<file path="config.mk">
export PLATFORM = sky130hd
export DESIGN_NAME = nand_serial_lu
export DESIGN_NICKNAME = d
export VERILOG_FILES = /design/src/rtl/nand_serial_lu.sv
export SDC_FILE = /design/constraint.sdc
export NUM_CORES = 1
export LEC_CHECK = 0
export BUFFER_PORTS_ARGS = -buffer_cell sky130_fd_sc_hd__buf_2
export CAP_MARGIN = 30
export CORE_MARGIN = 3
export CORE_UTILIZATION = 56
export DETAILED_ROUTE_END_ITERATION = 8
export PLACE_DENSITY = 0.79
export SLEW_MARGIN = 10
export SYNTH_ARGS = -nofsm -noshare
export SYNTH_HDL_FRONTEND = slang
export SYNTH_SLANG_ARGS = --single-unit
</file>
<file path="constraint.sdc">
create_clock -name clk -period 3.2 [get_ports clk]
set_clock_uncertainty 0.05 [all_clocks]
set_input_delay 0.48 -clock clk [delete_from_list [all_inputs] [get_ports clk]]
set_output_delay 0.48 -clock clk [all_outputs]
set_load 0.005 [all_outputs]
</file>
<file path="src/rtl/nand_serial_lu.sv">
// Bit-serial logic unit: every result bit is built only from 2-input NAND gates, one bit per cycle, LSB first.
// Optional zero/parity result flags are enabled by defining NAND_LU_FLAGS_EN.
module nand_serial_lu #(
  parameter int WIDTH = 8
) (
  input  logic             clk,
  input  logic             reset,
  input  logic             start,
  input  logic [2:0]       op,
  input  logic [WIDTH-1:0] a,
  input  logic [WIDTH-1:0] b,
  output logic             busy,
  output logic             done,
  output logic [WIDTH-1:0] s
`ifdef NAND_LU_FLAGS_EN
  ,
  output logic             zero,
  output logic             parity
`endif
);

  localparam int IW = $clog2(WIDTH);

  localparam logic [1:0] ST_IDLE = 2'd0;
  localparam logic [1:0] ST_RUN  = 2'd1;
  localparam logic [1:0] ST_DONE = 2'd2;

  localparam logic [IW-1:0] LAST_IDX = IW'(WIDTH - 1);

  logic [1:0]       state_q, state_d;
  logic [IW-1:0]    idx_q, idx_d;
  logic [2:0]       op_q, op_d;
  logic [WIDTH-1:0] a_q, a_d;
  logic [WIDTH-1:0] b_q, b_d;
  logic [WIDTH-1:0] res_q, res_d;
  logic [WIDTH-1:0] s_q, s_d;
  logic             done_q, done_d;
`ifdef NAND_LU_FLAGS_EN
  logic             zero_q, zero_d;
  logic             parity_q, parity_d;
`endif

  logic             bit_res;

  function automatic logic nand2(input logic x, input logic y);
    return ~(x & y);
  endfunction

  // Every operation is a small network of nand2 gates; the select only picks the network.
  function automatic logic nand_op(input logic [2:0] sel, input logic x, input logic y);
    logic nxy, nxx, nyy, t, r;
    nxy = nand2(x, y);
    nxx = nand2(x, x);
    nyy = nand2(y, y);
    t   = 1'b0;
    r   = 1'b0;
    case (sel)
      3'd0: r = nand2(nxy, nxy);
      3'd1: r = nand2(nxx, nyy);
      3'd2: r = nxy;
      3'd3: begin
        t = nand2(nxx, nyy);
        r = nand2(t, t);
      end
      3'd4: r = nand2(nand2(x, nxy), nand2(y, nxy));
      3'd5: begin
        t = nand2(nand2(x, nxy), nand2(y, nxy));
        r = nand2(t, t);
      end
      3'd6: r = nxx;
      default: r = nand2(nxx, nxx);
    endcase
    return r;
  endfunction

  assign bit_res = nand_op(op_q, a_q[idx_q], b_q[idx_q]);

  always_comb begin
    // NOTE: every next-state signal gets a default first so no path through the case infers a latch.
    state_d = state_q;
    idx_d   = idx_q;
    op_d    = op_q;
    a_d     = a_q;
    b_d     = b_q;
    res_d   = res_q;
    s_d     = s_q;
    done_d  = 1'b0;
`ifdef NAND_LU_FLAGS_EN
    zero_d   = zero_q;
    parity_d = parity_q;
`endif

    case (state_q)
      ST_IDLE: begin
        if (start) begin
          op_d    = op;
          a_d     = a;
          b_d     = b;
          idx_d   = '0;
          res_d   = '0;
          state_d = ST_RUN;
        end
      end
      ST_RUN: begin
        res_d[idx_q] = bit_res;
        idx_d        = idx_q + IW'(1);
        if (idx_q == LAST_IDX) begin
          idx_d   = '0;
          state_d = ST_DONE;
        end
      end
      ST_DONE: begin
        // The result register is only exposed here, so s never shows a partial value.
        s_d     = res_q;
        done_d  = 1'b1;
        state_d = ST_IDLE;
`ifdef NAND_LU_FLAGS_EN
        zero_d   = (res_q == '0);
        parity_d = ^res_q;
`endif
      end
      default: state_d = ST_IDLE;
    endcase
  end

  // NOTE: state uses non-blocking assignments so all registers update together on the edge.
  always_ff @(posedge clk or posedge reset) begin
    if (reset) begin
      state_q <= ST_IDLE;
      idx_q   <= '0;
      op_q    <= '0;
      a_q     <= '0;
      b_q     <= '0;
      res_q   <= '0;
      s_q     <= '0;
      done_q  <= 1'b0;
`ifdef NAND_LU_FLAGS_EN
      zero_q   <= 1'b0;
      parity_q <= 1'b0;
`endif
    end else begin
      state_q <= state_d;
      idx_q   <= idx_d;
      op_q    <= op_d;
      a_q     <= a_d;
      b_q     <= b_d;
      res_q   <= res_d;
      s_q     <= s_d;
      done_q  <= done_d;
`ifdef NAND_LU_FLAGS_EN
      zero_q   <= zero_d;
      parity_q <= parity_d;
`endif
    end
  end

  assign busy = (state_q != ST_IDLE);
  assign done = done_q;
  assign s    = s_q;
`ifdef NAND_LU_FLAGS_EN
  assign zero   = zero_q;
  assign parity = parity_q;
`endif

endmodule

</file>
==> out/metrics.cfg <==
[synthesis]
syn-instance-count = 199
ys_types = 30
ys_seq_elements = 41
synth_nets = 225
syn-cell-area_sq_um = 2050
ys.warnings.count = 0
avgSynthCellArea_sq_um = 10.3
ys_seq_area_share_pct = 50.2

[sta]
hold_viol_final = 0
final.setup.tns_ns = 0
drv_slew = 0
max-slew-margin-rel_pct = 45.7
period_share_pct = 87.8
finalSetupViolations = 0
fin_ws_ns = 0.391
rsz0062_at_grt = false
worst_pin_slew_ns = 0.813
fmax_mhz = 356
min_period_ns = 2.81

[grt]
antenna_found_initial = 0
grt_util_all_layers_pct = 20.1
overflow = 0
grt_max_degree = 27
grt_pass1_vias = 1460
grt_pass1_wl_microns = 6490

[clock_tree]
htree_num_levels = 2
clk_latency_ns = 0.34
postCtsHoldBufs = 0
cts_sinks = 41
cts_inserted_buffers = 5
post_cts_resized = 0
cts_buffer_depth = 2
clkTransAtPathRegs_ns = 0.11
cts_tree = done
cts-root-buf = clkbuf_4
post_cts_buffers = 0

[setup_path]
crit_fanout = 13
crit_path_start_kind = register
r2r-end = res_q[0]$_DFFE_PP0P_
cp-endpoint = res_q[0]$_DFFE_PP0P_
path_cells = mux2i_1, mux4_2, ha_1, nand2b_1, a2111o_1, o211ai_1, o211ai_2
worst_setup_path_end_kind = register
crit_arrival_ns = 2.98
crit_type = register to register
startpoint = idx_q[0]$_DFFE_PP0P_
r2r_cells = 7
cp.required_ns = 3.37
r2r-start = idx_q[0]$_DFFE_PP0P_
max_stage_delay_ns = 0.68
reg2reg_slack_ns = 0.39
cp_slowest_cell = dfrtp_1

[die]
dieArea_sq_um = 4410
die_x_microns = 66.4
fp-row-count = 21
die_h_microns = 66.4
ios = 32
initial_core_util_pct = 59.9
fp.coreArea_sq_um = 3420

[place]
port_buffers = 31
postPlaceCellArea_sq_um = 2220
place_hpwl_microns = 2710
post-place-ws_ns = 0.424
place_congestion = 0.937

[route]
vias = 1503
post_drt_wl_per_cell_microns = 13.4
ant_nets = 0
drt_wl_total_microns = 3680
firstDrtPassIters = 4
drt_iter0_markers = 39
via_per_inst = 5.47
post-route-drc-count = 0

[power_and_ir_drop]
p_leak_nw = 1.16
p_per_area_nw_per_um2 = 957
peakVddDrop_mv = 0.507

[flow_run]
maxCapViolCount = 0

[final_layout]
syn2layout_area_growth_pct = 11.3
diodes = 0
final_util_pct = 66.7
design_area_sq_um = 2280
nNetsFinal = 255
drive_gt1_share_pct = 27.1

[outcome]
status = finished clean

[hold_path]
hp-class = input pin to async pin

-- layer usage --
metal | vias up | GRT usage, % | wire, microns
li1 | 755 | - | -
met1 | 711 | 24.5 | 1700
met2 | 33 | 33.0 | 1760
met3 | 4 | 6.80 | 161
met4 | 0 | 7.61 | 59
met5 | - | 0 | 0
-- worst min path at each step --
stage,from,endpoint,slack [ns],cells after the start
CTS,reset,state_q[1]$_DFFE_PP0P_,0.23,2
floorplan,b_q[4]$_DFFE_PP0P_,b_q[4]$_DFFE_PP0P_,0.39,2
detailed placement,b_q[3]$_DFFE_PP0P_,b_q[3]$_DFFE_PP0P_,0.41,2
global route,b[0],b_q[0]$_DFFE_PP0P_,0.23,3
finish,reset,state_q[1]$_DFFE_PP0P_,0.21,2
global placement,b_q[1]$_DFFE_PP0P_,b_q[1]$_DFFE_PP0P_,0.41,2
-- registers in the layout, summed over array words and instances (netlist names) --
signal   cells
a_q          8
idx_q        3
done         1
s            8
state_q      2
op_q         3
res_q        8
b_q          8
-- where the power goes --
part | leakage (nW) | switching (mW) | internal (mW)
clock | 0.0314 | 0.155 | 0.104
sequential | 0.524 | 0.197 | 0.732
combinational | 0.603 | 0.522 | 0.469
-- per-stage QoR --
stage / power, mW / hold WS [ns] / std cells
floorplan: 1.69 / 0.390 / 199
detailed placement: 1.93 / 0.412 / 268
CTS: 2.20 / 0.228 / 275
finish: 2.18 / 0.208 / 275
global placement: 1.90 / 0.410 / 268
global route: 2.39 / 0.234 / 275
-- final cells by class --
class	instances	area (sq um)
multi-input cells	141	938
flip-flops and latches	41	1030
well taps	46	57.6
repair buffers	34	178
clock buffers	7	55.1
fillers	294	1140
inverters	6	22.5
-- Yosys cell counts, drive strengths merged --
| cell | n | share of area [%] |
|---|---|---|
| a32o | 1 | 0.49 |
| nor3b | 1 | 0.37 |
| a211oi | 1 | 0.37 |
| a21oi | 1 | 0.24 |
| and2 | 5 | 1.7 |
| buf | 5 | 1.8 |
| nor2 | 8 | 1.5 |
| nand2 | 57 | 10 |
| or3b | 1 | 0.43 |
| mux2i | 5 | 2.4 |
| ha | 4 | 2.4 |
| clkinv | 1 | 0.18 |
| o211ai | 16 | 7.8 |
| inv | 5 | 0.92 |
| mux2 | 9 | 5.0 |
| and3 | 1 | 0.31 |
| dfrtp | 41 | 50 |
| nand2b | 3 | 0.92 |
| clkbuf | 6 | 1.1 |
| nand4 | 8 | 2.4 |
| a22o | 1 | 0.43 |
| nand3b | 9 | 3.3 |
| mux4 | 3 | 3.3 |
| o21ai | 2 | 0.49 |
| a2111o | 1 | 0.55 |
| nor3 | 4 | 0.98 |
-- cell families (layout without fill, tap and decap cells) --
group | Yosys count | count (layout) | synth area share [%]
DFF | 41 | 41 | 50.2
muxes | 17 | 17 | 10.7
and+or+nand+nor | 97 | 97 | 22.3
AOI/OAI and AO/OA | 23 | 23 | 10.4
buffers and inverters | 17 | 47 | 3.98
adders and majority gates | 4 | 4 | 2.45
-- cell usage in the layout (no fill, tap or decap), drive strengths merged, types with 2 or more instances in the layout --
cell	instances
nand4	8
dfrtp	41
mux2i	5
nand2	57
nand3b	9
and2	5
clkbuf	7
ha	4
o211ai	16
o21ai	2
inv	5
nand2b	3
nor3	4
nor2	8
mux2	9
buf	34
mux4	3
-- critical path: cells and delay by family (launching register included) --
family	cells	cell delay (ns)
adders and majority gates	1	0.32
muxes	2	0.76
and+or+nand+nor	1	0.07
AOI/OAI and AO/OA	3	0.80
DFF	1	0.68
Note: power is estimated with default switching activity, not from simulation.
